**config.mk**
```make
export PLATFORM = sky130hd
export DESIGN_NAME = key_conditioner
export DESIGN_NICKNAME = d
export VERILOG_FILES = /design/src/rtl/key_pkg.sv /design/src/rtl/key_channel.sv /design/src/rtl/key_conditioner.sv
export SDC_FILE = /design/constraint.sdc
export NUM_CORES = 1
export LEC_CHECK = 0
export CAP_MARGIN = 20
export CORE_AREA = 3 3 125 127
export DETAILED_ROUTE_END_ITERATION = 10
export DIE_AREA = 0 0 128 130
export GPL_TIMING_DRIVEN = 0
export PLACE_DENSITY = 0.71
export SYNTH_ARGS = -nofsm -noshare
export SYNTH_HDL_FRONTEND = slang
export SYNTH_SLANG_ARGS = --single-unit
```
**constraint.sdc**
```tcl
create_clock -name i_clk -period 11.4 [get_ports i_clk]
set_clock_uncertainty 0.2 [all_clocks]
set_input_delay 2.28 -clock i_clk [delete_from_list [all_inputs] [get_ports i_clk]]
set_output_delay 2.28 -clock i_clk [all_outputs]
set_load 0.03 [all_outputs]
```
**src/rtl/key_pkg.sv**
```systemverilog
// Shared definitions for the push-button conditioning path.
//   KEY_* : bit index of each board key in the NUM_KEYS-wide key buses
//   DEF_* : default cycle constants for a 50 MHz i_clk
//   key_evt_t : per-channel view {level, press, long}
package key_pkg;

  localparam int KEY_REC_PLAY = 0;
  localparam int KEY_PAUSE    = 1;
  localparam int KEY_STOP     = 2;

  localparam int DEF_NUM_KEYS        = 3;
  localparam int DEF_DEBOUNCE_CYCLES = 500_000;     // 10 ms
  localparam int DEF_LONG_CYCLES     = 50_000_000;  // 1 s

  typedef struct packed {
    logic level;  // debounced level, 1 = pressed
    logic press;  // accepted press edge, about to appear on level
    logic long;   // hold counter reaching LONG_CYCLES this edge
  } key_evt_t;

endpackage

```
**src/rtl/key_channel.sv**
```systemverilog
// One key channel: 2-FF synchronizer, debounce filter and hold counter.
//   i_clk   : system clock
//   i_rst   : asynchronous active-high reset
//   i_key_n : raw button, active-low, asynchronous to i_clk
//   o_evt   : level = registered debounced level;
//             press/long = strobes that take effect at the next edge
//             (registered and mask-gated by the parent)
module key_channel
  import key_pkg::*;
#(
  parameter int DEBOUNCE_CYCLES = DEF_DEBOUNCE_CYCLES,
  parameter int LONG_CYCLES     = DEF_LONG_CYCLES
) (
  input  logic     i_clk,
  input  logic     i_rst,
  input  logic     i_key_n,
  output key_evt_t o_evt
);

  localparam int DW = $clog2(DEBOUNCE_CYCLES);
  localparam int HW = $clog2(LONG_CYCLES + 1);
  localparam logic [DW-1:0] DEB_LAST = DW'(DEBOUNCE_CYCLES - 1);
  localparam logic [HW-1:0] HOLD_MAX = HW'(LONG_CYCLES);

  logic          sync1_q, sync1_d;
  logic          sync2_q, sync2_d;
  logic          stable_q, stable_d;
  logic [DW-1:0] deb_q, deb_d;
  logic [HW-1:0] hold_q, hold_d;
  logic          pressed;

  always_comb begin
    sync1_d  = i_key_n;
    sync2_d  = sync1_q;
    pressed  = ~sync2_q;
    stable_d = stable_q;
    deb_d    = deb_q;
    hold_d   = hold_q;

    // Any disagreement must persist for DEBOUNCE_CYCLES consecutive cycles;
    // a single agreeing cycle restarts the count.
    if (pressed == stable_q) begin
      deb_d = '0;
    end else if (deb_q == DEB_LAST) begin
      stable_d = pressed;
      deb_d    = '0;
    end else begin
      deb_d = deb_q + 1'b1;
    end

    // Cleared on the same edge the level falls; counting starts the cycle
    // after the level rises, so hold == n means n cycles of visible press.
    if (!stable_d) begin
      hold_d = '0;
    end else if (stable_q && (hold_q != HOLD_MAX)) begin
      hold_d = hold_q + 1'b1;
    end

    o_evt.level = stable_q;
    o_evt.press = stable_d & ~stable_q;
    // Saturation makes this true on exactly one edge per press.
    o_evt.long  = (hold_d == HOLD_MAX) && (hold_q != HOLD_MAX);
  end

  always_ff @(posedge i_clk or posedge i_rst) begin
    if (i_rst) begin
      sync1_q  <= 1'b1;
      sync2_q  <= 1'b1;
      stable_q <= 1'b0;
      deb_q    <= '0;
      hold_q   <= '0;
    end else begin
      sync1_q  <= sync1_d;
      sync2_q  <= sync2_d;
      stable_q <= stable_d;
      deb_q    <= deb_d;
      hold_q   <= hold_d;
    end
  end

endmodule

```
**src/rtl/key_conditioner.sv**
```systemverilog
// Turns the raw active-low DE2 push-buttons into clean one-cycle key strobes
// for the recorder/player control FSM.
//   i_clk   : system clock
//   i_rst   : asynchronous active-high reset
//   i_key_n : raw buttons [NUM_KEYS], active-low, asynchronous
//   i_mask  : 1 = drop o_press/o_long (o_level keeps tracking)
//   o_level : debounced level per key, 1 = pressed
//   o_press : one-cycle pulse in the cycle o_level rises
//   o_long  : one-cycle pulse once a press has been held LONG_CYCLES
module key_conditioner
  import key_pkg::*;
#(
  parameter int NUM_KEYS        = DEF_NUM_KEYS,
  parameter int DEBOUNCE_CYCLES = DEF_DEBOUNCE_CYCLES,
  parameter int LONG_CYCLES     = DEF_LONG_CYCLES
) (
  input  logic                i_clk,
  input  logic                i_rst,
  input  logic [NUM_KEYS-1:0] i_key_n,
  input  logic                i_mask,
  output logic [NUM_KEYS-1:0] o_level,
  output logic [NUM_KEYS-1:0] o_press,
  output logic [NUM_KEYS-1:0] o_long
);

  if (DEBOUNCE_CYCLES < 2 || LONG_CYCLES <= DEBOUNCE_CYCLES) begin : g_bad_param
    $error("key_conditioner: need DEBOUNCE_CYCLES >= 2 and LONG_CYCLES > DEBOUNCE_CYCLES");
  end

  key_evt_t            evt [NUM_KEYS];
  logic [NUM_KEYS-1:0] press_q, press_d;
  logic [NUM_KEYS-1:0] long_q, long_d;

  for (genvar k = 0; k < NUM_KEYS; k++) begin : g_key
    key_channel #(
      .DEBOUNCE_CYCLES(DEBOUNCE_CYCLES),
      .LONG_CYCLES    (LONG_CYCLES)
    ) u_chan (
      .i_clk  (i_clk),
      .i_rst  (i_rst),
      .i_key_n(i_key_n[k]),
      .o_evt  (evt[k])
    );
    assign o_level[k] = evt[k].level;
  end

  // The mask is applied on the edge that loads the pulse, so a masked
  // event is simply dropped rather than held for later.
  always_comb begin
    press_d = '0;
    long_d  = '0;
    for (int k = 0; k < NUM_KEYS; k++) begin
      press_d[k] = evt[k].press & ~i_mask;
      long_d[k]  = evt[k].long  & ~i_mask;
    end
  end

  always_ff @(posedge i_clk or posedge i_rst) begin
    if (i_rst) begin
      press_q <= '0;
      long_q  <= '0;
    end else begin
      press_q <= press_d;
      long_q  <= long_d;
    end
  end

  assign o_press = press_q;
  assign o_long  = long_q;

endmodule

```
; After elaboration in Yosys (flattened, before gate mapping)
; Index checks and enable logic that the tools add are counted.
[word_totals]
ram_bits = 0
wordCells = 75
latchBits = 0
n_memories = 0
input_bits = 6
romBits = 0
regBits = 150
[op_classes]
n_addsub = 6
n_lt_le_gt_ge = 0
bitwise_logic = 16
mul = 0
mux = 18
n_shift = 0
n_eq_ne = 12
div_mod_pow = 0
reduce_logical = 6
[ops]
columns = operator, count
row1 = $mux 26, 6
row2 = $mux 19, 6
row3 = $add 26x1->26 const B, 3
row4 = $eq 26x26->1 const B, 3
row5 = $ne 26x26->1 const B, 3
row6 = $add 19x1->19 const B, 3
row7 = $eq 19x19->1 const B, 3
row8 = $and 1x1->1, 9
row9 = $not 1->1, 7
row10 = $logic_and 1x1->1, 6
row11 = $mux 1, 6
row12 = $eq 1x1->1, 3

; Depth between registers and ports, before layout
; Gate-level depths: netlist of the first run.
[logic_depth]
depth_word = 7
depth_mapped = 9
mapped_depth_nobuf = 9

; Hierarchy
; A second synthesis of the first run with hierarchy kept.
[unflattened]
cells_unflattened = 852
area_unflattened_um2 = 7970.1
[modules_own_cells]
columns = mod, area_per_inst_um2, cells_per_inst, instances
row1 = key_channel at g_key[1].u_chan ..., 2592.5, 283, 2
row2 = key_channel at g_key[0].u_chan, 2593.7, 273, 1
row3 = key_conditioner, 191.4, 13, 1

; Worst setup path after synthesis of the first run
; No wires, ideal clock.
[synth_path]
path_type = in2reg
from = input i_mask
to = register long_q[1], in the netlist o_long[1]
t_arrival_ns = 3.472
path_stages = 5
setup_slack_ns = 7.660
setup_ns = 0.068
cell_sequence = nand4b_1 or4_1 nor4b_1 o211a_1 and4_1
[synth_via]
elab_chain_cells = 2
[synth_lines]
columns = item, line
row1 = from (decl), key_conditioner.sv:20  ; input logic i_mask,
row2 = $not 1->1, key_conditioner.sv:54  ; long_d[k] = evt[k].long & ~i_mask;
row3 = $and 1x1->1, key_conditioner.sv:54
row4 = net long_d[1], key_conditioner.sv:32  ; logic [NUM_KEYS-1:0] long_q, long_d;
row5 = to (signal assigned), key_conditioner.sv:64  ; long_q <= long_d;
row6 = to (decl), key_conditioner.sv:32
; The timed path passes the listed nets, and every way through them passes these cells.

; Worst setup path after layout of the first run
; Ends and elaborated chain as after synthesis.

==> summary.txt, run 1 <==
Hold path
  – Hold worst-path end: g_key[0].u_chan.sync2_q$_DFF_PP1_
  – Hold_sp: g_key[0].u_chan.sync1_q$_DFF_PP1_
  – Worst hold path type: reg -> reg
  – Hold path cells: 0

CTS
  – Clock sinks: 150
  – CTS Buffer Depth: 2
  – CTS resizes: 0
  – Setup repair bufs after CTS: 0
  – Clock root buffer: clkbuf_16
  – CTS Hold Bufs: 0
  – Worst skew pair latency: 0.42 ns
  – CTS tree: yes
  – CTS H-Tree Depth: 4
  – CTS Buf Count: 17
  – Worst-path clk slew: ~0.060 ns

Run status
  – Status: finished clean

Power and ir drop
  – Sw Share: 21.6%
  – Static leakage: around 3.6 nW
  – Pint: 895 uW
  – Final total power: 1.14 mW
  – Clock Power Share: 50.7%
  – Pwr per Cell Area: about 130 mW/mm2
  – Peak supply drop: 111 uV
  – Sequential Power Share: around 47%
  – Gate power share: approximately 2.0%
  – Net Sw Power: 247 uW

Floorplanning
  – Initial core utilization: roughly 55%
  – I/O pins: 15
  – # rows: 44
  – Core Region: 0.0145 mm2
  – Die Footprint: roughly 0.017 mm2
  – Die Y: around 130 um
  – Die width: ~130 um

Timing
  – Period utilization: 38.1%
  – Hold Slack: approximately 0.16 ns
  – Count of final max-slew check failures: 0
  – Fmax: 230 MHz
  – Post-layout min period: approximately 4.3 ns
  – Rel. slew slack: about two fifths
  – Setup TNS: 0 ns
  – Final hold viol count: 0
  – RSZ-0062 raised after global routing: false
  – Number of setup violations in the final report: 0
  – Tightest Pin Transition: 0.849 ns

Placed design
  – HPWL after DPL: 10900 um
  – Placed Instance Area: 0.00838 mm2
  – Placer congestion estimate: about 0.89
  – PortBufs: 14

Critical path
  – Max stage delay cell, worst path: clkdlybuf4s50_1
  – Crit end category: register
  – Worst path cell trace: clkdlybuf4s50_1 -> nand4b_1 -> or4_1 -> nor4b_1 -> o211a_1 -> and4_1
  – Arrival @ worst endpoint: about 4.5 ns
  – Flop-to-flop setup slack: around 8.3 ns
  – Critical path's largest stage delay: 0.66 ns
  – Critical register-to-register path startpoint: g_key[1].u_chan.deb_q[6]$_DFF_PP0_
  – CP Class: in -> reg
  – CP max FO: 6
  – WP data required: 11.55 ns
  – R2R depth: 7
  – R2r endpoint: o_long[1]$_DFF_PP0_
  – CP startpoint kind: input pin

Detailed routing
  – Wire per inst: around 15 um
  – Detailed-router iteration count before antenna repair: 5
  – Residual DRC: 0
  – Initial DRC Count: around 460
  – Vias: 6044
  – Final wirelength: 16100 um
  – Routed Antenna Nets: 0
  – Via/cell ratio: between 5 and 6

Synth
  – Post-Synth Adder-Cell Area: around 1.4%
  – Synth Instances: about 850
  – Async SR Flop Fraction: 100%
  – Register area share after synthesis: between 40 and 50%
  – Yosys warning total: 0
  – Synth Flop Type: dfrtp_1
  – Syn_nets: 866
  – Simple-gate share of the synthesized area: a little under a third
  – Synth cell types: a little over 60
  – Mapped cell area: between 0.007 and 0.008 mm2
  – Seq cells post-synth: 150
  – Synth Area in XOR/XNOR: between 10% and 20%
  – Post-synthesis mux area share: 0.549%
  – Synth Area per Inst: roughly 9.4 um2
  – Compound-Gate Fraction of Synth Area: slightly below 4%
  – Number of synthesized flops with an enable pin: 0
  – Combinational family with the most area after synthesis: simple AND/OR/NAND/NOR gates

Cells and area
  – Layout cell share with drive strength beyond 1: under 10%
  – Antenna Diode Count: 0
  – # nets final: 900
  – Area Overhead vs Synth: 12.8%
  – Final instance area: about 0.0090 mm2
  – Commonest non-fill, non-tap cell in the layout: nor2_1
  – Most frequent cells in the layout: 167 x nor2_1, 144 x dfrtp_1, 70 x xor2_1

GRT
  – Initial antenna violation count: 0
  – Largest net degree at the start of global routing: 84
  – First-pass GRT wire length: about 28000 um
  – Vias in the first global route: ~5.8k
  – Global route total overflow: 0
  – Total track usage: 20.7%

Job
  – MaxCap Viol Count: 0
## Yosys cell counts, drive strengths merged (16+ instances only)
cell type,number,area share [%]
o21ai,16,1.1
nor2,169,8.1
clkbuf,22,1.1
inv,25,1.2
dfrtp,144,45
nor3,24,1.6
nand4,38,3.2
xnor2,57,6.3
xor2,70,7.7
nand2,58,2.7
nand3,55,3.5
and3,21,1.7
## state kept, by name, indices dropped and copies added (netlist names)
signal and cells:
o_long 3, g_key.u_chan.deb_q 57, g_key.u_chan.hold_q 78, g_key.u_chan.sync2_q 3
g_key.u_chan.sync1_q 3, o_press 3, g_key.u_chan.stable_q 3
## how the worst max path moves through the flow
stage	start	end	slack (ns)	depth (start not counted)
3_3_place_gp	i_rst	g_key[0].u_chan.hold_q[17]$_DFF_PP0_	2.88	2
3_5_place_dp	i_mask	o_long[1]$_DFF_PP0_	6.69	6
6_report	i_mask	o_long[1]$_DFF_PP0_	7.06	6
2_1_floorplan	i_rst	g_key[0].u_chan.deb_q[0]$_DFF_PP0_	4.89	1
4_1_cts	i_mask	o_long[1]$_DFF_PP0_	7.13	6
5_1_grt	i_mask	o_long[1]$_DFF_PP0_	7.05	6
## area by class of cell
cell class | instances | area, um2
plain buffers | 32 | 144
inverters | 25 | 98.8
clock buffers | 18 | 439
clock inverters | 14 | 175
flip-flops and latches | 150 | 3760
repair buffers | 15 | 168
multi-input cells | 644 | 3970
fillers | 1227 | 5540
well taps | 184 | 230
## cell families after synthesis
| kind of cell | Yosys count |
|---|---|
| simple gates | 456 |
| flops | 150 |
| xor+xnor | 127 |
| buf+inv | 57 |
| compound gates | 48 |
| fa+ha+maj | 9 |
| mux | 4 |
## per-stage QoR
step	worst slack [ns]	instances	utilization, %
after floorplan	4.89	851	-
after global placement	2.88	1049	57.4
after detailed placement	6.69	1050	57.6
after CTS	7.13	1082	61.9
after global routing	7.05	1082	61.9
final	7.06	1082	61.9
## layer usage
layer	wire length, um	global-route usage [%]
met5	0	0
met4	255	6.68
met3	535	4.58
met2	7620	32.6
met1	7730	28.8
## critical path: cells and delay by family
kind	cells	cell delay, ns
buf+inv	1	0.66
simple gates	4	1.31
compound gates	1	0.24
## power groups by stage
stage               registers [mW]  clock network, mW  logic (mW)
floorplan                    0.549                  0      0.0153
global placement             0.550                  0      0.0223
detailed placement           0.550                  0      0.0239
CTS                          0.540              0.593      0.0240
global route                 0.541              0.616      0.0272
finish                       0.540              0.580      0.0227
No activity file was read; power rests on OpenSTA's default activity.
==> run 2, diff against run 1 <==
Settings changed: PLACE_DENSITY 0.71 to 0.73.
Clock period 11.4 ns to 3.76 ns, I/O delays scaled along.
==> run 2 against run 1 <==
Against the previous run: sequential cell count did not move; largest cell class unchanged; final cell count up 0.18%; hold slack got worse by 0.0022 ns; critical endpoint is now o_long[2]$_DFF_PP0_.
==> summary.txt, run 2 (synthesis results as in run 1) <==
Run status
  – Status: finished clean

Power and ir drop
  – Static leakage: 3.54 nW (-0.24%)
  – Clock Power Share: 50.0% (-0.7 points)
  – Gate power share: 2.1% (about the same)
  – Sequential Power Share: 47.8% (+0.5 points)
  – Pwr per Cell Area: 380 mW/mm2 (+200%)
  – Net Sw Power: 746 uW (+200%)
  – Peak supply drop: 296 uV (+170%)
  – Pint: 2.68 mW (+200%)
  – Sw Share: 21.8% (+0.15 points)

Floorplanning
  – Die Y: 130 um (unchanged)
  – # rows: 44 (unchanged)
  – Die Footprint: 0.0166 mm2 (unchanged)
  – Core Region: 0.0145 mm2 (unchanged)
  – Die width: 128 um (unchanged)
  – I/O pins: 15 (unchanged)
  – Initial core utilization: 54.9% (unchanged)

Placed design
  – HPWL after DPL: 10900 um (about the same)
  – Cells after DPL: 1052 (+0.19%)
  – Pre-CTS WS: 0.488 ns (-6.21 ns)
  – Placer congestion estimate: 0.870 (-1.7%)
  – PortBufs: 14 (unchanged)

CTS
  – CTS Buf Count: 17 (unchanged)
  – Worst-path clk slew: 0.06 ns (about the same)
  – Clock root buffer: clkbuf_16
  – Clock sinks: 150 (unchanged)
  – CTS Buffer Depth: 2 (unchanged)
  – CTS H-Tree Depth: 4 (unchanged)
  – Setup repair bufs after CTS: 0 (unchanged)
  – CTS resizes: 0 (unchanged)
  – CTS Hold Bufs: 0 (unchanged)
  – Worst skew pair latency: 0.43 ns (about the same)
  – CTS tree: yes

Timing
  – Post-layout min period: 3.30 ns
  – Final hold viol count: 0 (unchanged)
  – Period utilization: around 88%
  – RSZ-0062 raised after global routing: false
  – Number of setup violations in the final report: 0 (unchanged)
  – Tightest Pin Transition: 0.869 ns (+0.0198 ns)
  – Setup WS post-layout: 0.463 ns (-6.60 ns)
  – Fmax: 303 MHz
  – Rel. slew slack: 40.4% (-1.4 points)
  – Count of final max-slew check failures: 0 (unchanged)

Cells and area
  – Non-Filler Instances: 1084 (+0.18%)
  – # nets final: 902 (+0.22%)
  – Max reg flops: 78 (unchanged)
  – Fillers: 1230 (+0.24%)
  – Multi-input gate area: 0.00397 mm2 (unchanged)
  – Most frequent cells in the layout: 167 x nor2_1, 144 x dfrtp_1, 70 x xor2_1
  – Commonest non-fill, non-tap cell in the layout: nor2_1
  – Post-Route Utilization: 61.9% (+0.078 points)
  – Layout cell share with drive strength beyond 1: 8.56% (+0.092 points)
  – Largest registers: g_key.u_chan.hold_q x78, g_key.u_chan.deb_q x57
  – Antenna Diode Count: 0 (unchanged)
  – Top reg by flops: g_key.u_chan.hold_q
  – Register Area: 0.00376 mm2 (unchanged)
  – Area Overhead vs Synth: 12.9%

Critical path
  – WP data required: 3.84 ns (-7.71 ns)
  – Crit end category: register
  – Arrival @ worst endpoint: 3.38 ns (-1.11 ns)
  – CP startpoint: g_key[2].u_chan.stable_q$_DFF_PP0_
  – CP startpoint kind: register
  – Critical register-to-register path startpoint: g_key[2].u_chan.stable_q$_DFF_PP0_
  – CP max FO: 10 (+4)
  – CP Class: reg -> reg

Detailed routing
  – Residual DRC: 0 (unchanged)
  – Vias: 6060 (+0.26%)
  – Detailed-router iteration count before antenna repair: 5 (unchanged)
  – Routed Antenna Nets: 0 (unchanged)
  – Final wirelength: 16000 um (-0.76%)
  – Initial DRC Count: 411 (-10%)
  – Wire per inst: 14.8 um (-0.94%)
  – Via/cell ratio: 5.59 (about the same)

GRT
  – Vias in the first global route: 5828 (+0.64%)
  – Initial antenna violation count: 0 (unchanged)
  – Global route total overflow: 0 (unchanged)
  – Largest net degree at the start of global routing: 43 (-49%)
  – Total track usage: 20.7% (about the same)
  – First-pass GRT wire length: 27700 um (-0.25%)

Job
  – MaxCap Viol Count: 0 (unchanged)

Hold path
  – Worst hold path type: reg -> reg
  – Hold_sp: g_key[2].u_chan.sync1_q$_DFF_PP1_
run 2: final timing paths:
check	endpoint	slack, ns	cells past startpoint
worst max-delay path	o_long[2]$_DFF_PP0_	0.46	7
worst min-delay path	g_key[2].u_chan.sync2_q$_DFF_PP1_	0.15	0
worst max register to register	o_long[2]$_DFF_PP0_	0.46	7
worst min register to register	g_key[2].u_chan.sync2_q$_DFF_PP1_	0.15	0
max in group asynchronous	g_key[0].u_chan.sync2_q$_DFF_PP1_	1.74	4
min in group asynchronous	g_key[1].u_chan.hold_q[10]$_DFF_PP0_	0.62	2
run 2: routing by layer:
layer  vias up  global-route usage, %  routed length, um
li1       3014                      -                  -
met1      2902                   29.2               7830
met2       121                   31.6               7260
met3        23                   4.26                617
met4         0                   7.99                308
met5         -                      0                  0
run 2: area by class of cell:
class                      count  share of cell area [%]
clock inverter                11                    1.38
sequential                   150                    41.8
inverter                      25                    1.08
multi-input combinational    644                    44.1
buffer                        32                    1.60
clock buffer                  21                    5.23
tap                          184                    2.56
timing repair buffer          17                    2.22
run 2: per-stage QoR:
stage	total power, mW	hold WS, ns	setup TNS, ns	area, um2
after floorplan	1.71	0.145	0	7980
after global placement	1.74	0.148	-50.60	8350
after detailed placement	1.74	0.149	0	8410
after CTS	3.46	0.154	0	9000
after global routing	3.53	0.151	0	9000
final	3.42	0.154	0	9000
run 2: worst max-delay path, cell delays in order, from the launching register on:
cell     delay, ns
dfrtp_1       0.37
buf_2         0.22
nand4_1       0.38
nor3_1        0.66
xnor2_1       0.22
nand3_1       0.11
or4_1         0.54
nor4b_2       0.44
run 2: power groups by stage:
stage | Combinational, mW | Clock (mW) | Sequential [mW]
finish | 0.0726 | 1.71 | 1.64
global route | 0.0851 | 1.81 | 1.64
CTS | 0.0765 | 1.74 | 1.64
detailed placement | 0.0762 | 0 | 1.67
global placement | 0.0678 | 0 | 1.67
floorplan | 0.0466 | 0 | 1.67
